## config.mk

```make
export PLATFORM = sky130hd
export DESIGN_NAME = io_port_ctrl
export DESIGN_NICKNAME = d
export VERILOG_FILES = /design/src/rtl/io_port_ctrl.sv
export SDC_FILE = /design/constraint.sdc
export NUM_CORES = 1
export LEC_CHECK = 0
export ABC_AREA = 1
export CORE_UTILIZATION = 52
export CTS_CLUSTER_DIAMETER = 40
export DETAILED_ROUTE_END_ITERATION = 8
export GPL_ROUTABILITY_DRIVEN = 0
export HOLD_SLACK_MARGIN = 0.08
export PLACE_DENSITY = 0.8
export SYNTH_ARGS = -nofsm -noshare
export SYNTH_HDL_FRONTEND = slang
export SYNTH_SLANG_ARGS = --single-unit
```

## constraint.sdc

```tcl
create_clock -name clock -period 1.59 [get_ports clock]
set_input_delay 0.477 -clock clock [delete_from_list [all_inputs] [get_ports clock]]
set_output_delay 0.477 -clock clock [all_outputs]
set_load 0.05 [all_outputs]
```

## src/rtl/io_port_ctrl.sv

```systemverilog
// Memory-mapped GPIO block: output register with set/clear/toggle aliases,
// synchronised inputs and edge-triggered pending bits that drive a level irq.
module io_port_ctrl #(
  parameter int WIDTH       = 11,
  parameter int SYNC_STAGES = 2
) (
  input  logic             clock,
  input  logic             reset,
  input  logic [2:0]       bus_addr,
  input  logic [31:0]      bus_wdata,
  input  logic             bus_we,
  input  logic             bus_re,
  output logic [31:0]      bus_rdata,
  output logic             bus_ready,
  input  logic [WIDTH-1:0] io_input_bus,
  output logic [WIDTH-1:0] io_output_bus,
  output logic             irq
);

  localparam logic [2:0] ADDR_OUT     = 3'd0;
  localparam logic [2:0] ADDR_OUT_SET = 3'd1;
  localparam logic [2:0] ADDR_OUT_CLR = 3'd2;
  localparam logic [2:0] ADDR_OUT_TGL = 3'd3;
  localparam logic [2:0] ADDR_IN      = 3'd4;
  localparam logic [2:0] ADDR_RISE_EN = 3'd5;
  localparam logic [2:0] ADDR_FALL_EN = 3'd6;
  localparam logic [2:0] ADDR_PENDING = 3'd7;

  localparam logic [2:0] WARM_LOAD = 3'(SYNC_STAGES + 1);

  logic [WIDTH-1:0] out_q, rise_en_q, fall_en_q, pend_q, prev_q;
  logic [WIDTH-1:0] out_d, rise_en_d, fall_en_d, pend_d, clr_mask;
  logic [WIDTH-1:0] sync_q [SYNC_STAGES];
  logic [WIDTH-1:0] in_sync, events, rd_val, wd;
  logic [31:0]      rd_word, rdata_q;
  logic             ready_q;
  logic [2:0]       warm_q;
  logic             armed;
  logic             unused_wdata;

  assign wd           = bus_wdata[WIDTH-1:0];
  assign unused_wdata = ^bus_wdata;
  assign in_sync      = sync_q[SYNC_STAGES-1];
  assign armed        = (warm_q == 3'd0);

  // Edge events are masked during warm-up so pins held high through reset
  // do not look like rising edges once the synchroniser fills.
  assign events = armed ? ((in_sync & ~prev_q & rise_en_q) |
                           (~in_sync & prev_q & fall_en_q)) : '0;

  always_comb begin
    rd_val = '0;
    case (bus_addr)
      ADDR_OUT:     rd_val = out_q;
      ADDR_IN:      rd_val = in_sync;
      ADDR_RISE_EN: rd_val = rise_en_q;
      ADDR_FALL_EN: rd_val = fall_en_q;
      ADDR_PENDING: rd_val = pend_q;
      default:      rd_val = '0;
    endcase
    rd_word = '0;
    rd_word[WIDTH-1:0] = rd_val;
  end

  always_comb begin
    out_d     = out_q;
    rise_en_d = rise_en_q;
    fall_en_d = fall_en_q;
    clr_mask  = '0;
    if (bus_we) begin
      case (bus_addr)
        ADDR_OUT:     out_d     = wd;
        ADDR_OUT_SET: out_d     = out_q | wd;
        ADDR_OUT_CLR: out_d     = out_q & ~wd;
        ADDR_OUT_TGL: out_d     = out_q ^ wd;
        ADDR_RISE_EN: rise_en_d = wd;
        ADDR_FALL_EN: fall_en_d = wd;
        ADDR_PENDING: clr_mask  = wd;
        default:      ;
      endcase
    end
    // A new event outranks a simultaneous write-1-to-clear.
    pend_d = (pend_q & ~clr_mask) | events;
  end

  // Bus handshake: bus_we/bus_re are single-cycle strobes accepted at the
  // edge they are high (no back-pressure); bus_ready pulses for exactly the
  // following cycle and bus_rdata is valid from then until the next read.
  always_ff @(posedge clock) begin
    if (reset) begin
      out_q     <= '0;
      rise_en_q <= '0;
      fall_en_q <= '0;
      pend_q    <= '0;
      prev_q    <= '0;
      rdata_q   <= '0;
      ready_q   <= 1'b0;
      warm_q    <= WARM_LOAD;
      for (int i = 0; i < SYNC_STAGES; i++) sync_q[i] <= '0;
    end else begin
      out_q     <= out_d;
      rise_en_q <= rise_en_d;
      fall_en_q <= fall_en_d;
      pend_q    <= pend_d;
      prev_q    <= in_sync;
      ready_q   <= bus_we | bus_re;
      if (bus_re) rdata_q <= rd_word;
      if (!armed) warm_q <= warm_q - 3'd1;
      sync_q[0] <= io_input_bus;
      for (int i = 1; i < SYNC_STAGES; i++) sync_q[i] <= sync_q[i-1];
    end
  end

  assign bus_rdata     = rdata_q;
  assign bus_ready     = ready_q;
  assign io_output_bus = out_q;
  assign irq           = |pend_q;

endmodule

```

# Yosys cells after proc, flatten, opt, wreduce, memory -nomap -nowiden
# Memories as Yosys holds them, arrays and structs flattened.
# Cells that the tools add are included.
# totals
n_memories	1
input_bits	50
ram_bits	22
output_inout_bits	45
reg_bits	70
wordCells	51
# memory_table
name	words	word_bits	rd	rd_clocked_by_memory_dff	write_ports	line_no	text
sync_q	2	11	2	0	2	33	logic [WIDTH-1:0] sync_q [SYNC_STAGES];
# op_classes
muxes	10
reduce_logical	7
add_sub_neg	1
bitwise_logic	17
eq_ne	7
# op_table
operator	count
AND 11 bit	6
two-way mux 11 bit	5
one-hot mux 11 bit (5 select lines)	1
inverter 11 bit	4
one-hot mux 11 bit (4 select lines)	1
OR 11 bit	3
equality test 3 bit, second input constant	4
OR reduction 11 bit	1
bitwise XOR 11 bit	1
equality test 3 x 2 -> 1 bit, second input constant	2
zero test 3 bit	2
AND reduction 2 bit	3
nonzero test 4 bit	1
equality test 3 x 1 -> 1 bit, second input constant	1
two-way mux 1 bit	3
OR 1 bit	3
subtractor 3 x 1 -> 3 bit, second input constant	1

# Longest topological paths before layout
# Gate-level depths: netlist of the first run.
# An unclocked memory read counts as a cell.
# depth
word_depth	7
ltp_mapped	9
mapped_depth_nobuf	7

# Worst setup path before layout of the first run
# Ideal clock, no wire load.
# synth_timing
path_kind	reg-to-output
from	register pend_q[9]
to	output irq
path_buffers	0
stages_incl_launch_ff	3
path_slack_ps	128
t_arrival_ps	985
required_time_ps	1113
path_cell_list	dfxtp_1 nor4_1 nand3_1
# synth_between
elab_chain_len	1
# synth_rtl
item	line_no	text
start: declaration	31	logic [WIDTH-1:0] out_q, rise_en_q, fall_en_q, pend_q, prev_q;
start signal: assignment	104	pend_q <= pend_d;
OR reduction 11 bit	117	assign irq = |pend_q;
end: declaration	17	output logic irq
# Every way passes these cells.

# Worst setup path in the final report of the first run
# Same ends and word-level chain as after synthesis.

==> impl_metrics.yaml, run 1 <==
routing:
  avgRoutedWirePerCell_um: 15.7
  drc: 3
  viasPerCell: 5.71
  wirelength_mm: 12.9
  final_antenna_net_count: 0
  dr.pass1.iters: 9
  dr_total_vias: 4689
  drt-initial-drc-count: 530
global_route:
  grt_max_degree: 34
  antenna_found_initial: 0
  grt_use_met1_pct: 32.8
  grt_pass1_wl_mm: 20.4
  grt_overflow: 0
  gr-max-usage-layer: "met2"
  gr-usage-met3_pct: 6.23
  grt_use_total_pct: 27.2
  met2_usage_pct: 46.0
  grt_pass1_vias: 4324
power:
  power_density_nw_per_um2: 835
  leakage_nw: 2.65
  ir_drop_v: 0.000898
  power_mw: 5.07
logic_synthesis:
  async_flop_share_pct: 0
  yosys-mux-area-fraction_pct: 0
  synth_seq_area_share_pct: 38.4
  syn_area_sq_um: 4790
  synthCells: 634
  ys.flop_type: "dfxtp_1"
  synth_cell_type_count: 30
  synth-edff-count: 0
  yosys_warnings: 0
  synth_compound_gate_area_share_pct: 13.6
  synth.top_cell.area_share_pct: 38.4
  synth_top_cell_by_area: "dfxtp_1"
  synth_top_family_by_area: "simple AND/OR/NAND/NOR gates"
  ys_seq_elements: 92
  synthAdderAreaFrac_pct: 6.27
  ys_top_cells_by_area: "dfxtp_1, nand2_1, inv_1"
  yosys.area_share.simple_pct: 25.8
  syn_avg_cell_area_sq_um: 7.56
  synth_xor_area_share_pct: 0.183
critical_path:
  crit_slowest_cell: "dfxtp_2"
  end_kind: "output pin"
  reg2reg_depth: 6
  max_stage_delay_ns: 0.37
  rrSetupSlack_ns: 0.32
  cp_max_fo: 3
  worst_ep_arrival_time_ns: 1.33
  crit_buf_inv: 1
  critPathTopFamily: "simple AND/OR/NAND/NOR gates"
  worstPathRequired_ns: 1.11
  path_depth: 3
  start_kind: "flop"
  crit_chain: "nor4_4, nand3_1, buf_6"
  critPathKind: "reg2out"
clock_network:
  cts_buffer_depth: 2
  ctsHtreeMaxLevel: 3
  cts_tree: "built"
  root_buffer: "clkbuf_8"
  cts_hold_buf: 0
  cts.sinks: 92
  cts_made_buffers: 9
  clk_pin_slew_ns: 0.10
  clock_latency_ns: 0.37
placement:
  placed_cell_area_sq_um: 5760
  placed_cells: 802
  io_buffers: 52
  dp.final_hpwl_mm: 9.29
sta:
  fmax_mhz: 553
  maxSlewViolCount: 0
  grt_setup_unrepaired: "true"
  clock_skew_ns: 0.0102
  period_minus_slack_ns: 1.81
  fin_ws_ns: -0.217
  finalCritPeriodShare_pct: 114
  hold_violations: 0
  finalSetupViolCount: 1
  hold_slack_ns: 0.398
floorplan:
  die_area_sq_um: 9600
  io_pins: 95
  die_h_um: 98.0
  start_util_pct: 54.4
  coreArea_sq_um: 8810
  num_rows: 34
  die_x_um: 98.0
outcome:
  outcome: "complete, but fails checks"
  violations: "design-rule violations, negative setup slack"
finish:
  stdcell_count: 821
  fin_nets: 783
  n_antenna_cell: 0
  mostFrequentLayoutCell: "nand2_1"
  stdcell_area_sq_um: 6080
  final_cell_mix: "nand2_1, dfxtp_1, inv_1, nand3_1, nor2_1"
  drive_above_1_share_pct: 18.4
  syn2layout_area_growth_pct: 26.8
job:
  drv_cap: 0
min_path:
  whs_path_depth: 2
  hold_path_class: "reg2reg"
stage by stage:
| stage | utilization [%] | setup TNS [ns] | setup WS (ns) |
|---|---|---|---|
| global route | 69.0 | -0.268 | -0.268 |
| detailed placement | 65.4 | -28.80 | -0.702 |
| global placement | 65.4 | -27.21 | -0.667 |
| finish | 69.0 | -0.217 | -0.217 |
| CTS | 68.8 | -0.229 | -0.229 |
| floorplan | - | 0 | 0.128 |
sequential cells by signal, indices dropped and copies added (netlist names):
signal and cells:
rise_en_q 11, warm_q 3, prev_q 11, pend_q 11, io_output_bus 11, bus_rdata 11
fall_en_q 11, bus_ready 1, sync_q 22
tightest hold or removal path, stage by stage, from the launching register on:
cell and delay (ns):
dfxtp_1 0.30, inv_1 0.04, nor2_1 0.03
cell usage after synthesis, types with 4 or more instances:
| cell | instances |
|---|---|
| nor2_4 | 4 |
| a21oi_1 | 43 |
| inv_1 | 82 |
| nor2_1 | 49 |
| buf_6 | 8 |
| o21ai_0 | 22 |
| o31ai_1 | 11 |
| dfxtp_1 | 92 |
| clkbuf_1 | 12 |
| ha_1 | 24 |
| a211oi_2 | 11 |
| buf_2 | 14 |
| nand3_1 | 55 |
| o21bai_1 | 11 |
| nand4_1 | 37 |
| buf_4 | 29 |
| nand2_1 | 114 |
per-layer routing:
layer,vias up,routed length [um]
met3,48,1250
li1,2173,-
met1,2175,5030
met4,0,514
met5,-,0
met2,293,6120
layout make-up:
cell class / count / area, sq um
tap: 108 / 135
fill: 664 / 2730
sequential: 92 / 1850
clock buffer: 9 / 124
multi-input combinational: 414 / 2340
inverter: 85 / 327
clock inverter: 6 / 73.8
timing repair buffer: 107 / 1230
cells by family after synthesis:
group | count (synthesis)
buffers and inverters | 148
DFF | 92
xor gates and xnor gates | 1
adders and majority gates | 24
AOI/OAI and AO/OA | 101
other | 1
and+or+nand+nor | 267
where the power goes:
part	internal (mW)	switching [mW]	total, mW
Combinational	0.382	0.611	0.993
Clock	0.737	0.871	1.61
Sequential	2.39	0.0800	2.47
worst paths after layout:
check,endpoint,startpoint
max,irq,pend_q[9]$_SDFF_PP0_
min,sync_q[0][18]$_SDFF_PP0_,sync_q[0][7]$_SDFF_PP0_
max reg2reg,io_output_bus[4]$_SDFFE_PP0P_,io_output_bus[4]$_SDFFE_PP0P_
min reg2reg,sync_q[0][18]$_SDFF_PP0_,sync_q[0][7]$_SDFF_PP0_
timing repair:
action	CTS	global route
endpoints found under the hold margin	0	0
setup buffers	4	0
pin swaps	5	2
cloned	0	0
resized for setup	17	3
endpoints found under the setup margin	56	1
No activity file was read; power rests on OpenSTA's default activity.
==> run 2, diff against run 1 <==
--- a/config.mk
+++ b/config.mk
@@ -12,6 +12,7 @@
 export GPL_ROUTABILITY_DRIVEN = 0
 export HOLD_SLACK_MARGIN = 0.08
 export PLACE_DENSITY = 0.8
+export SKIP_LAST_GASP = 1
 export SYNTH_ARGS = -nofsm -noshare
 export SYNTH_HDL_FRONTEND = slang
 export SYNTH_SLANG_ARGS = --single-unit
==> results of run 2 <==
Final layout, timing and power as in run 1 (identical DEF).
==> run 3, diff against run 2 <==
--- a/config.mk
+++ b/config.mk
@@ -6,10 +6,11 @@
 export NUM_CORES = 1
 export LEC_CHECK = 0
 export ABC_AREA = 1
+export CAP_MARGIN = 15
 export CORE_UTILIZATION = 52
 export CTS_CLUSTER_DIAMETER = 40
 export DETAILED_ROUTE_END_ITERATION = 8
-export GPL_ROUTABILITY_DRIVEN = 0
+export GPL_ROUTABILITY_DRIVEN = 1
 export HOLD_SLACK_MARGIN = 0.08
 export PLACE_DENSITY = 0.8
 export SKIP_LAST_GASP = 1
==> run 3 against run 2 <==
Against the previous run:
- the flow still finishes with violations (design-rule violations, negative setup slack)
- wire length shrank 1.4%
- final area shrank 0.45%
- clock power shrank 7%
- global-route usage is essentially flat
- highest routed layer unchanged
==> impl_metrics.yaml, run 3 (synthesis results as in run 1) <==
sta:
  maxSlewViolCount: 0
  clock_skew_ns: 0.0144
  max_slew_margin_pct: 65.7
  fmax_mhz: 539
  grt_setup_unrepaired: "true"
  finalSetupViolCount: 1
  tightest_slew_ns: 0.513
  period_minus_slack_ns: 1.86
  final.setup.tns_ns: -0.267
  hold_violations: 0
  fin_ws_ns: -0.267
  hold_slack_ns: 0.403
  finalCritPeriodShare_pct: 117
routing:
  drc: 3
  avgRoutedWirePerCell_um: 15.5
  final_antenna_net_count: 0
  viasPerCell: 5.51
  wirelength_mm: 12.7
  dr_total_vias: 4518
  dr.pass1.iters: 8
  drt-initial-drc-count: 494
critical_path:
  start_kind: "flop"
  crit_slowest_cell: "dfxtp_2"
  crit_chain: "nor4_4, nand3_2, buf_6"
  r2r_start: "io_output_bus[5]$_SDFFE_PP0P_"
  endpoint: "irq"
  rrSetupSlack_ns: 0.33
  crit_buf_inv: 1
  r2r-end: "io_output_bus[5]$_SDFFE_PP0P_"
  startpoint: "pend_q[9]$_SDFF_PP0_"
  cp_max_fo: 3
  critPathTopFamily: "simple AND/OR/NAND/NOR gates"
  worstPathRequired_ns: 1.11
  end_kind: "output pin"
  worst_ep_arrival_time_ns: 1.38
  critPathKind: "reg2out"
  path_depth: 3
  max_stage_delay_ns: 0.37
  reg2reg_depth: 6
clock_network:
  cts_made_buffers: 9
  cts_buffer_depth: 2
  cts.sinks: 92
  clock_latency_ns: 0.38
  root_buffer: "clkbuf_8"
  cts_tree: "built"
  ctsHtreeMaxLevel: 3
  clk_pin_slew_ns: 0.09
placement:
  io_buffers: 52
  placed_cells: 802
  gp_congestion: 0.882
  placed_cell_area_sq_um: 5790
  place_ws_ns: -0.671
  dp.final_hpwl_mm: 8.92
floorplan:
  num_rows: 34
  io_pins: 95
  start_util_pct: 54.4
  coreArea_sq_um: 8810
  die_x_um: 98.0
  die_h_um: 98.0
  die_area_sq_um: 9600
finish:
  fin_nets: 781
  mostFrequentLayoutCell: "nand2_1"
  regMostFlops: "sync_q"
  syn2layout_area_growth_pct: 26.2
  stdcell_count: 820
  stdcell_area_sq_um: 6050
  drive_above_1_share_pct: 18.0
  n_antenna_cell: 0
  largest_reg_flops: 22
  final_cell_mix: "nand2_1, dfxtp_1, inv_1, nand3_1, nor2_1"
  nFillCells: 696
power:
  seqPwrFrac_pct: 49.8
  switching_share_pct: 32.0
  power_density_nw_per_um2: 820
  p_int_mw: 3.37
  ir_drop_v: 0.000828
  clkPwrFrac_pct: 30.3
  power.switching_mw: 1.59
  p_comb_share_pct: 19.9
  leakage_nw: 2.66
min_path:
  hold_path_class: "reg2reg"
  whs_path_depth: 2
global_route:
  grt_max_degree: 45
  grt_use_total_pct: 27.2
  grt_pass1_wl_mm: 20.6
  grt_overflow: 0
  grt_pass1_vias: 4328
  antenna_found_initial: 0
outcome:
  violations: "design-rule violations, negative setup slack"
  outcome: "complete, but fails checks"
job:
  drv_cap: 0
==> run 3: changes by cell type in the layout (fill, tap and decap cells not counted), sizes merged <==
cell,before,now
clkinv,1,0
clkinvlp,2,1
inv,87,90
bufinv,1,0
buf,81,79
clkbuf,9,10
==> run 3: worst min-delay path: stages (launching register included) <==
cell     delay [ns]
dfxtp_1        0.30
inv_1          0.04
nor2_1         0.03
==> run 3: final cells by class <==
type | count | area [sq um] | area share, %
inverters | 85 | 327 | 5.40
clock inverters | 6 | 51.3 | 0.848
well taps | 108 | 135 | 2.23
multi-input cells | 414 | 2320 | 38.4
clock buffers | 10 | 128 | 2.11
repair buffers | 105 | 1240 | 20.5
flip-flops and latches | 92 | 1850 | 30.5
==> run 3: worst min-delay path by stage <==
stage,endpoint,start,slack [ns]
final,sync_q[0][13]$_SDFF_PP0_,sync_q[0][2]$_SDFF_PP0_,0.40
after CTS,sync_q[0][13]$_SDFF_PP0_,sync_q[0][2]$_SDFF_PP0_,0.41
after floorplan,sync_q[0][11]$_SDFF_PP0_,sync_q[0][0]$_SDFF_PP0_,0.39
after global routing,sync_q[0][13]$_SDFF_PP0_,sync_q[0][2]$_SDFF_PP0_,0.41
after global placement,sync_q[0][16]$_SDFF_PP0_,sync_q[0][5]$_SDFF_PP0_,0.39
after detailed placement,sync_q[0][13]$_SDFF_PP0_,sync_q[0][2]$_SDFF_PP0_,0.39
==> run 3: layer usage <==
| layer | up-vias | track usage [%] | routed length (um) |
|---|---|---|---|
| li1 | 2171 | - | - |
| met2 | 195 | 46.1 | 6170 |
| met3 | 41 | 5.51 | 944 |
| met5 | - | 0 | 0 |
| met1 | 2111 | 33.2 | 5210 |
| met4 | 0 | 12.4 | 407 |
==> run 3: power by group through the flow <==
stage          registers [mW]  logic (mW)  clock network (mW)
2_1_floorplan            2.58       0.555                   0
6_report                 2.47       0.988                1.50
4_1_cts                  2.47       0.978                1.52
3_3_place_gp             2.52       0.938                   0
3_5_place_dp             2.52       0.965                   0
5_1_grt                  2.48        1.06                1.64
==> run 3: metrics by stage <==
stage | utilization, % | power, mW
final | 68.7 | 4.96
after global routing | 68.7 | 5.18
after CTS | 68.5 | 4.97
after detailed placement | 65.7 | 3.49
after global placement | 65.7 | 3.45
after floorplan | - | 3.13
==> run 3: what timing repair did <==
item,CTS,global route
hold buffers,0,0
buffers inserted,2,0
pin swaps,4,2
resized for setup,12,4
setup endpoints to repair,56,9
